==> src/rtl/muldiv_ctrl.sv <==
// Multiply/divide sequencing FSM: hands operands to external mul/div units,
// stalls the pipeline while they work and writes the result to HI/LO once.
module muldiv_ctrl (
  input  logic        clk,
  input  logic        resetn,
  input  logic        req_valid,
  input  logic [1:0]  req_op,
  input  logic [31:0] req_src1,
  input  logic [31:0] req_src2,
  input  logic        flush,
  output logic        stall_req,
  output logic        mul_start,
  output logic        mul_signed,
  output logic [31:0] mul_op1,
  output logic [31:0] mul_op2,
  input  logic        mul_ready,
  input  logic [63:0] mul_result,
  output logic        div_start,
  output logic        div_signed,
  output logic        div_annul,
  output logic [31:0] div_op1,
  output logic [31:0] div_op2,
  input  logic        div_ready,
  input  logic [63:0] div_result,
  output logic        hilo_we,
  output logic [31:0] hi_wdata,
  output logic [31:0] lo_wdata,
  output logic        busy,
  output logic        timeout_err
);

  typedef enum logic [1:0] {IDLE, MUL_BUSY, DIV_BUSY, DONE} state_e;

  state_e      state_q;
  logic        sgn_q;
  logic [31:0] src1_q, src2_q;
  logic [31:0] hi_q, lo_q;
  logic [5:0]  wdog_q;
  logic        timeout_q;

  logic        mul_busy, div_busy, done;
  logic        unit_ready;
  logic [63:0] unit_res;
  logic [5:0]  wdog_d;

  assign mul_busy   = (state_q == MUL_BUSY);
  assign div_busy   = (state_q == DIV_BUSY);
  assign done       = (state_q == DONE);
  assign unit_ready = mul_busy ? mul_ready : div_ready;
  assign unit_res   = mul_busy ? mul_result : div_result;
  assign wdog_d     = (wdog_q == 6'h3f) ? wdog_q : wdog_q + 6'd1;

  always_ff @(posedge clk or negedge resetn) begin
    if (!resetn) begin
      state_q   <= IDLE;
      sgn_q     <= 1'b0;
      src1_q    <= '0;
      src2_q    <= '0;
      hi_q      <= '0;
      lo_q      <= '0;
      wdog_q    <= '0;
      timeout_q <= 1'b0;
    end else begin
      case (state_q)
        IDLE: begin
          if (req_valid && !flush) begin
            sgn_q  <= ~req_op[0];
            src1_q <= req_src1;
            src2_q <= req_src2;
            wdog_q <= '0;
            if (!req_op[1]) begin
              state_q <= MUL_BUSY;
            end else if (req_src2 != 32'd0) begin
              state_q <= DIV_BUSY;
            end else begin
              // Divide by zero never reaches the divider: fixed HI/LO result.
              hi_q    <= req_src1;
              lo_q    <= 32'hFFFF_FFFF;
              state_q <= DONE;
            end
          end
        end
        MUL_BUSY, DIV_BUSY: begin
          wdog_q <= wdog_d;
          if (flush) begin
            state_q <= IDLE;
          end else if (unit_ready) begin
            {hi_q, lo_q} <= unit_res;
            state_q      <= DONE;
          end else if (wdog_d == 6'h3f) begin
            timeout_q <= 1'b1;
            state_q   <= IDLE;
          end
        end
        DONE:    state_q <= IDLE;
        default: state_q <= IDLE;
      endcase
    end
  end

  // Outputs decode straight from registered state so reset clears them at once.
  assign stall_req   = (state_q == IDLE && req_valid && !flush) || mul_busy || div_busy;
  assign mul_start   = mul_busy;
  assign mul_signed  = mul_busy & sgn_q;
  assign mul_op1     = mul_busy ? src1_q : 32'd0;
  assign mul_op2     = mul_busy ? src2_q : 32'd0;
  assign div_start   = div_busy;
  assign div_signed  = div_busy & sgn_q;
  assign div_annul   = div_busy & flush;
  assign div_op1     = div_busy ? src1_q : 32'd0;
  assign div_op2     = div_busy ? src2_q : 32'd0;
  assign hilo_we     = done & ~flush;
  assign hi_wdata    = done ? hi_q : 32'd0;
  assign lo_wdata    = done ? lo_q : 32'd0;
  assign busy        = (state_q != IDLE);
  assign timeout_err = timeout_q;

endmodule

==> config.mk <==
export PLATFORM = sky130hd
export DESIGN_NAME = muldiv_ctrl
export DESIGN_NICKNAME = d
export VERILOG_FILES = /design/src/rtl/muldiv_ctrl.sv
export SDC_FILE = /design/constraint.sdc
export NUM_CORES = 1
export LEC_CHECK = 0
export ABC_AREA = 1
export CAP_MARGIN = 20
export CORE_MARGIN = 10
export CORE_UTILIZATION = 30
export DETAILED_ROUTE_END_ITERATION = 12
export GPL_ROUTABILITY_DRIVEN = 0
export GPL_TIMING_DRIVEN = 0
export PLACE_DENSITY = 0.61
export SKIP_CTS_REPAIR_TIMING = 1
export SYNTH_ARGS = -nofsm -noshare
export SYNTH_HDL_FRONTEND = slang
export SYNTH_SLANG_ARGS = --single-unit
==> constraint.sdc <==
create_clock -name clk -period 1.89 [get_ports clk]
set_input_delay 0.567 -clock clk [delete_from_list [all_inputs] [get_ports clk]]
set_output_delay 0.567 -clock clk [all_outputs]
set_load 0.05 [all_outputs]
==> metrics.csv, run 1 <==
stage,metric,value,unit
detailed_routing,viasPerCell,4.443,
timing,timing_max_transition_violations_final,0,
clocking,cts_tree,done,
die,num_rows,61,
power_and_ir_drop,power.density,1716,mW/mm^2
detailed_routing,detail-route-antenna-nets,0,
timing,layout_setup_ws,-0.5987,ns
power_and_ir_drop,power.total,25.21,mW
detailed_routing,number_of_drc_markers_after_the_initial_detailed_route_iteration,490,
die,die_w,187.6,um
worst_setup_path,startpoint_type,flop,
detailed_routing,routed-via-count,8899,
global_route,grt_remaining_overflow,0,
synth,ys_seq_elements,138,
synth,ys_async_sr_fraction,100.0,%
clocking,cts.clk_slew.worst_paths,0.06,ns
cells_and_area,design.final.nets,1814,
power_and_ir_drop,vdd_drop_max,0.0008169,V
worst_setup_path,cp_slowest_cell,dfrtp_2,
detailed_routing,routed_wire_length_per_instance,18.41,um
global_route,vias_in_the_first_global_route,9259,
synth,ys_seq_area_share,41.00,%
power_and_ir_drop,leakagePower,6.355,nW
synth,yosys.cell_types.count,26,
detailed_routing,remaining_drc_errors,0,
placement,buffers_on_ports,400,
die,die_height,187.6,um
synth,synthesis.instances,1179,
clocking,sinks_on_clock_net,138,
global_route,grt_start_max_net_pins,89,
synth,synth.area.top_cells,"dfrtp_1 41%, nand2_1 20%, inv_1 10%, o21ai_2 6.7%, mux2_2 6.0%",
worst_setup_path,cp.arrival,1.92,ns
clocking,buffer_levels_on_the_longest_clock_path,2,
timing,grt_setup_unrepaired,yes,
global_route,initial_antenna_violation_count,6,
timing,fin_skew,0.01083,ns
die,top_level_i_o_count,401,
synth,number_of_enable_type_register_cells_in_the_synthesized_netlist,0,
status,violations,setup timing,
synth,synth_nets,1385,
clocking,clockRootBuffer,clkbuf_16,
clocking,cts_inserted_buffers,17,
status,outcome,"finished, violations left",
global_route,global_route_wire_length_before_repair,55940,um
synth,synthDominantAreaCellType,dfrtp_1,
timing,finalHoldViolations,0,
worst_setup_path,setup.worst_path.end_class,output pin,
cells_and_area,layout_utilization,53.04,%
die,floorplan.initialDensity,30.40,%
timing,achievable-frequency,401.8,MHz
detailed_routing,postRouteWirelength,36870,um
worst_setup_path,worstPathRequired,1.32,ns
timing,timing.final.crit_period,2.489,ns
clocking,latest_clock_arrival_within_the_worst_skew_pair,0.42,ns
global_route,grt_usage,20.35,%
worst_setup_path,timing.critical_path.mode_cell,buf_4,
worst_setup_path,timing.setup.critical_path_class,flop to output pin,
die,fp.coreArea,0.02771,mm^2
placement,place_ws,-1.520,ns
placement,place.detailed.hpwl,29600,um
timing,timing.final.setup_violations,268,
timing,worst-slew-pin-transition,0.6945,ns
synth,synth_area_per_cell,7.143,um^2
synth,post_synth_instance_area,0.008422,mm^2
min_path,hold_path_class,primary input to asynchronous set/reset pin,
timing,slew-limit-headroom,53.70,%
clocking,h_tree_levels,4,
die,design.die.area,0.03518,mm^2
worst_setup_path,crit_chain,"buf_4, ha_4, buf_12, buf_6, nand2_1, clkinvlp_4, buf_4",
worst_setup_path,critPathMaxFanout,10,
cells_and_area,layout-area-overhead-vs-synth,74.49,%
synth,synth_top_flop_cell,dfrtp_1,
synth,yosysWarningCount,0,
cells_and_area,drive_gt1_share,42.32,%
timing,fin_crit_sh,131.7,%
synth,synth_top_area_share,41.00,%
worst_setup_path,cp_slowest_stage_delay,0.44,ns
detailed_routing,dr.pass1.iters,4,
run,max-cap-violations,0,
-- cells by family after synthesis --
group,count (synthesis),share of synthesized area [%]
buffers and inverters,299,14.92
XOR/XNOR,1,0.1040
multiplexers,45,6.017
flip-flops,138,41.00
adder cells (fa/ha/maj),6,0.8914
AO/OA/AOI/OAI,191,14.34
AND/OR/NAND/NOR,499,22.73
-- critical path, delay by kind of cell (launching register included) --
kind	cells	cell delay [ns]
adders and majority gates	1	0.19
buffers and inverters	5	0.76
DFF	1	0.44
and+or+nand+nor	1	0.12
-- synthesized netlist by cell type (14+ instances only) --
cell	count
buf_6	14
nand3_1	16
mux2_2	45
nand2_1	451
buf_2	20
clkbuf_1	29
o21ai_2	64
inv_1	226
dfrtp_1	138
o21ai_0	23
a21oi_1	97
nor2_1	23
-- flip-flops by register name (all words and copies together) (netlist names) --
| register | cells |
|---|---|
| src1_q | 32 |
| timeout_err | 1 |
| wdog_q | 6 |
| lo_q | 32 |
| src2_q | 32 |
| sgn_q | 1 |
| state_q | 2 |
| hi_q | 32 |
-- layer usage --
metal / share of wire (%) / vias up / global-route usage, % / wire, um
met1: 42 / 4177 / 23.40 / 15440
met2: 49 / 279 / 34.80 / 18210
met3: 7.6 / 24 / 7.829 / 2795
met5: 0.043 / - / 0 / 16
li1: - / 4417 / - / -
met4: 1.1 / 2 / 4.954 / 399
-- cell usage in the layout (no fill, tap or decap), types with 8 or more instances in the layout --
cell type / netlist / layout
inv_1: 226 / 42
buf_4: 1 / 79
nand2_2: 3 / 74
o21ai_0: 23 / 23
buf_6: 14 / 64
clkbuf_16: 0 / 19
clkinvlp_4: 0 / 185
clkdlybuf4s50_1: 0 / 199
dfrtp_1: 138 / 136
nand3_1: 16 / 15
buf_8: 0 / 16
clkbuf_2: 0 / 16
nor2_1: 23 / 22
nand2_1: 451 / 364
a21oi_1: 97 / 97
buf_12: 0 / 10
clkbuf_4: 0 / 53
nand2_4: 0 / 16
buf_2: 20 / 18
mux2_2: 45 / 45
dlymetal6s2s_1: 0 / 8
clkbuf_1: 29 / 12
o21ai_2: 64 / 64
-- final timing paths --
kind,start,end,slack (ns),cells past startpoint
min,resetn,src2_q[29],0.08,1
max,state_q[1],div_op2[11],-0.60,7
min reg2reg,timeout_err,timeout_err,0.48,1
min in group clk,timeout_err,timeout_err,0.48,1
max in group asynchronous,resetn,state_q[0],0.98,2
max reg2reg,state_q[1],hi_q[26],-0.54,9
-- per-stage QoR --
stage / TNS [ns] / instances / cell area, um^2 / hold WS (ns)
5_1_grt: -135.95 / 2003 / 14700 / 0.1062
2_1_floorplan: -22.13 / 1179 / 9449 / 0.2714
3_3_place_gp: -1062.73 / 1957 / 13930 / 0.4608
3_5_place_dp: -255.45 / 1958 / 13950 / 0.4626
6_report: -110.32 / 2003 / 14700 / 0.07745
4_1_cts: -306.43 / 1990 / 14550 / 0.1007
-- cell type report --
class,instances,area (um^2)
Buffer,71,675.6
Clock buffer,18,439.2
Inverter,228,1541
Fill cell,2770,13010
Multi-Input combinational cell,742,4068
Antenna cell,4,10.01
Timing Repair Buffer,410,3872
Sequential cell,138,3456
Tap cell,378,473.0
Clock inverter,14,160.2
-- power by group --
part           total (mW)  switching, mW  leakage (nW)  internal, mW
combinational        16.1           10.5          4.39          5.67
sequential           5.62           1.24          1.68          4.38
clock                3.45           1.44         0.286          2.01
total                25.2           13.2          6.35          12.1
Note: power is estimated with default switching activity, not from simulation.
==> run 2, diff against run 1 <==
--- a/config.mk
+++ b/config.mk
@@ -7,7 +7,7 @@
 export LEC_CHECK = 0
 export ABC_AREA = 1
 export CAP_MARGIN = 20
-export CORE_MARGIN = 10
+export CORE_MARGIN = 4
 export CORE_UTILIZATION = 30
 export DETAILED_ROUTE_END_ITERATION = 12
 export GPL_ROUTABILITY_DRIVEN = 0
==> run 2 against run 1 <==
The run still ends with setup timing left. Clock skew is 0.0017 ns higher. Fmax is 0.14% higher. Sequential share of layout area is 0.78 points lower. Global-route usage is 1.4 points higher. Clock power is 6.4% lower. Cell area is 3.4% higher. Non-clock buffer count is 1 higher. Utilization is 1.8 points higher. First-iteration DRC count is 16% lower.
==> metrics.csv, run 2 (synthesis results as in run 1) <==
stage,metric,value,unit
status,outcome,"finished, violations left",
status,violations,setup timing,
worst_setup_path,setup.worst_path.end_class,output pin,
die,num_rows,61,
detailed_routing,remaining_drc_errors,0,
worst_setup_path,critPathMaxFanout,6,
timing,worst-slew-pin-transition,0.5953,ns
timing,grt_setup_unrepaired,yes,
worst_setup_path,cp.arrival,1.92,ns
cells_and_area,design_area,0.01520,mm^2
global_route,grt_start_max_net_pins,89,
timing,slew-limit-headroom,60.31,%
detailed_routing,dr.pass1.iters,4,
power_and_ir_drop,vdd_drop_max,0.0008682,V
placement,placement.cell_area,0.01395,mm^2
cells_and_area,layout_commonest_cell,nand2_1,
cells_and_area,drive_gt1_share,43.24,%
global_route,initial_antenna_violation_count,1,
detailed_routing,top_signal_layer_used,met4,
clocking,cts_inserted_buffers,17,
cells_and_area,commonest_cells_after_routing_fill_and_taps_aside,"349 x nand2_1, 198 x clkdlybuf4s50_1, 185 x clkinvlp_4",
clocking,latest_clock_arrival_within_the_worst_skew_pair,0.42,ns
clocking,cts.clk_slew.worst_paths,0.06,ns
timing,layout_setup_ws,-0.5952,ns
cells_and_area,design.final.nets,1815,
timing,timing.final.crit_period,2.485,ns
detailed_routing,viasPerCell,4.444,
detailed_routing,detailroute.wirelength.met3,2308,um
timing,tns,-104.13,ns
global_route,global_route_wire_length_before_repair,51960,um
detailed_routing,detail-route-antenna-nets,0,
placement,place_ws,-1.617,ns
clocking,h_tree_levels,4,
placement,buffers_on_ports,400,
clocking,sinks_on_clock_net,138,
detailed_routing,postRouteWirelength,35200,um
clocking,buffer_levels_on_the_longest_clock_path,2,
timing,finalHoldViolations,0,
detailed_routing,number_of_drc_markers_after_the_initial_detailed_route_iteration,414,
power_and_ir_drop,leakagePower,6.626,nW
die,die_w,175.6,um
die,top_level_i_o_count,401,
worst_setup_path,startpoint_type,flop,
detailed_routing,routedLengthMet1,14800,um
timing,timing.final.setup_violations,268,
detailed_routing,met2_wirelength,17570,um
cells_and_area,layout_utilization,54.86,%
global_route,grt_remaining_overflow,0,
detailed_routing,routed-via-count,8884,
min_path,hold_path_class,primary input to asynchronous set/reset pin,
run,max-cap-violations,0,
power_and_ir_drop,power.density,1704,mW/mm^2
die,design.die.area,0.03082,mm^2
timing,fin_crit_sh,131.5,%
global_route,vias_in_the_first_global_route,9068,
die,die_height,175.6,um
worst_setup_path,worstPathRequired,1.32,ns
worst_setup_path,timing.setup.critical_path_class,flop to output pin,
timing,fin_skew,0.01258,ns
cells_and_area,layout-area-overhead-vs-synth,80.48,%
die,fp.coreArea,0.02771,mm^2
timing,timing_max_transition_violations_final,0,
clocking,clockRootBuffer,clkbuf_16,
cells_and_area,filler_cell_count,2656,
global_route,grt_usage,21.75,%
placement,place.detailed.hpwl,27260,um
die,floorplan.initialDensity,30.40,%
detailed_routing,routed_wire_length_per_instance,17.61,um
clocking,cts_tree,done,
timing,achievable-frequency,402.4,MHz
[run 2: cell count changes in the layout (fill, tap and decap cells not counted), moves of 5 or more]
cell and change:
buf_8 +42, clkbuf_2 -9, buf_4 +6, clkbuf_4 -41, nand2_4 +20, nand2_1 -15, nand2_2 -5
[run 2: routing by layer]
metal	GRT usage, %	up-vias
met5	0	-
met4	4.483	0
met3	6.220	24
met1	27.02	4162
met2	37.89	279
li1	-	4419
[run 2: worst max-delay path, cell delays in order, from the launching register on]
cell	delay, ns
dfrtp_2	0.43
inv_4	0.07
ha_4	0.16
buf_6	0.13
buf_12	0.13
buf_12	0.13
clkbuf_16	0.16
nand2_4	0.06
clkinvlp_4	0.07
buf_6	0.15
[run 2: worst paths after layout]
| check | slack [ns] | from | endpoint | cells past startpoint |
|---|---|---|---|---|
| max | -0.60 | state_q[1] | mul_op2[17] | 9 |
| min | 0.09 | resetn | lo_q[10] | 1 |
| max reg2reg | -0.33 | state_q[1] | hi_q[27] | 10 |
| min reg2reg | 0.47 | timeout_err | timeout_err | 1 |
| max in group asynchronous | 0.93 | resetn | state_q[1] | 2 |
| min in group clk | 0.47 | timeout_err | timeout_err | 1 |
[run 2: area by class of cell]
| class | count | area, um^2 | area share, % |
|---|---|---|---|
| clock buffers | 17 | 425.4 | 2.799 |
| inverters | 228 | 1544 | 10.16 |
| clock inverters | 12 | 128.9 | 0.8479 |
| well taps | 378 | 473.0 | 3.112 |
| repair buffers | 411 | 4274 | 28.12 |
| diodes | 2 | 5.005 | 0.03293 |
| flip-flops and latches | 138 | 3456 | 22.74 |
| plain buffers | 71 | 688.2 | 4.527 |
| multi-input cells | 742 | 4205 | 27.67 |
[run 2: stage by stage]
stage,std cells,hold slack [ns],total power [mW]
finish,1999,0.09071,25.90
global route,1998,0.1135,27.52
CTS,1987,0.09965,24.45
detailed placement,1958,0.4626,21.12
global placement,1957,0.4595,20.95
floorplan,1179,0.2714,16.33
[run 2: report_power, final]
part	switching, mW	internal (mW)
sequential	1.36	4.38
clock	1.31	1.92
combinational	10.7	6.27
total	13.3	12.6
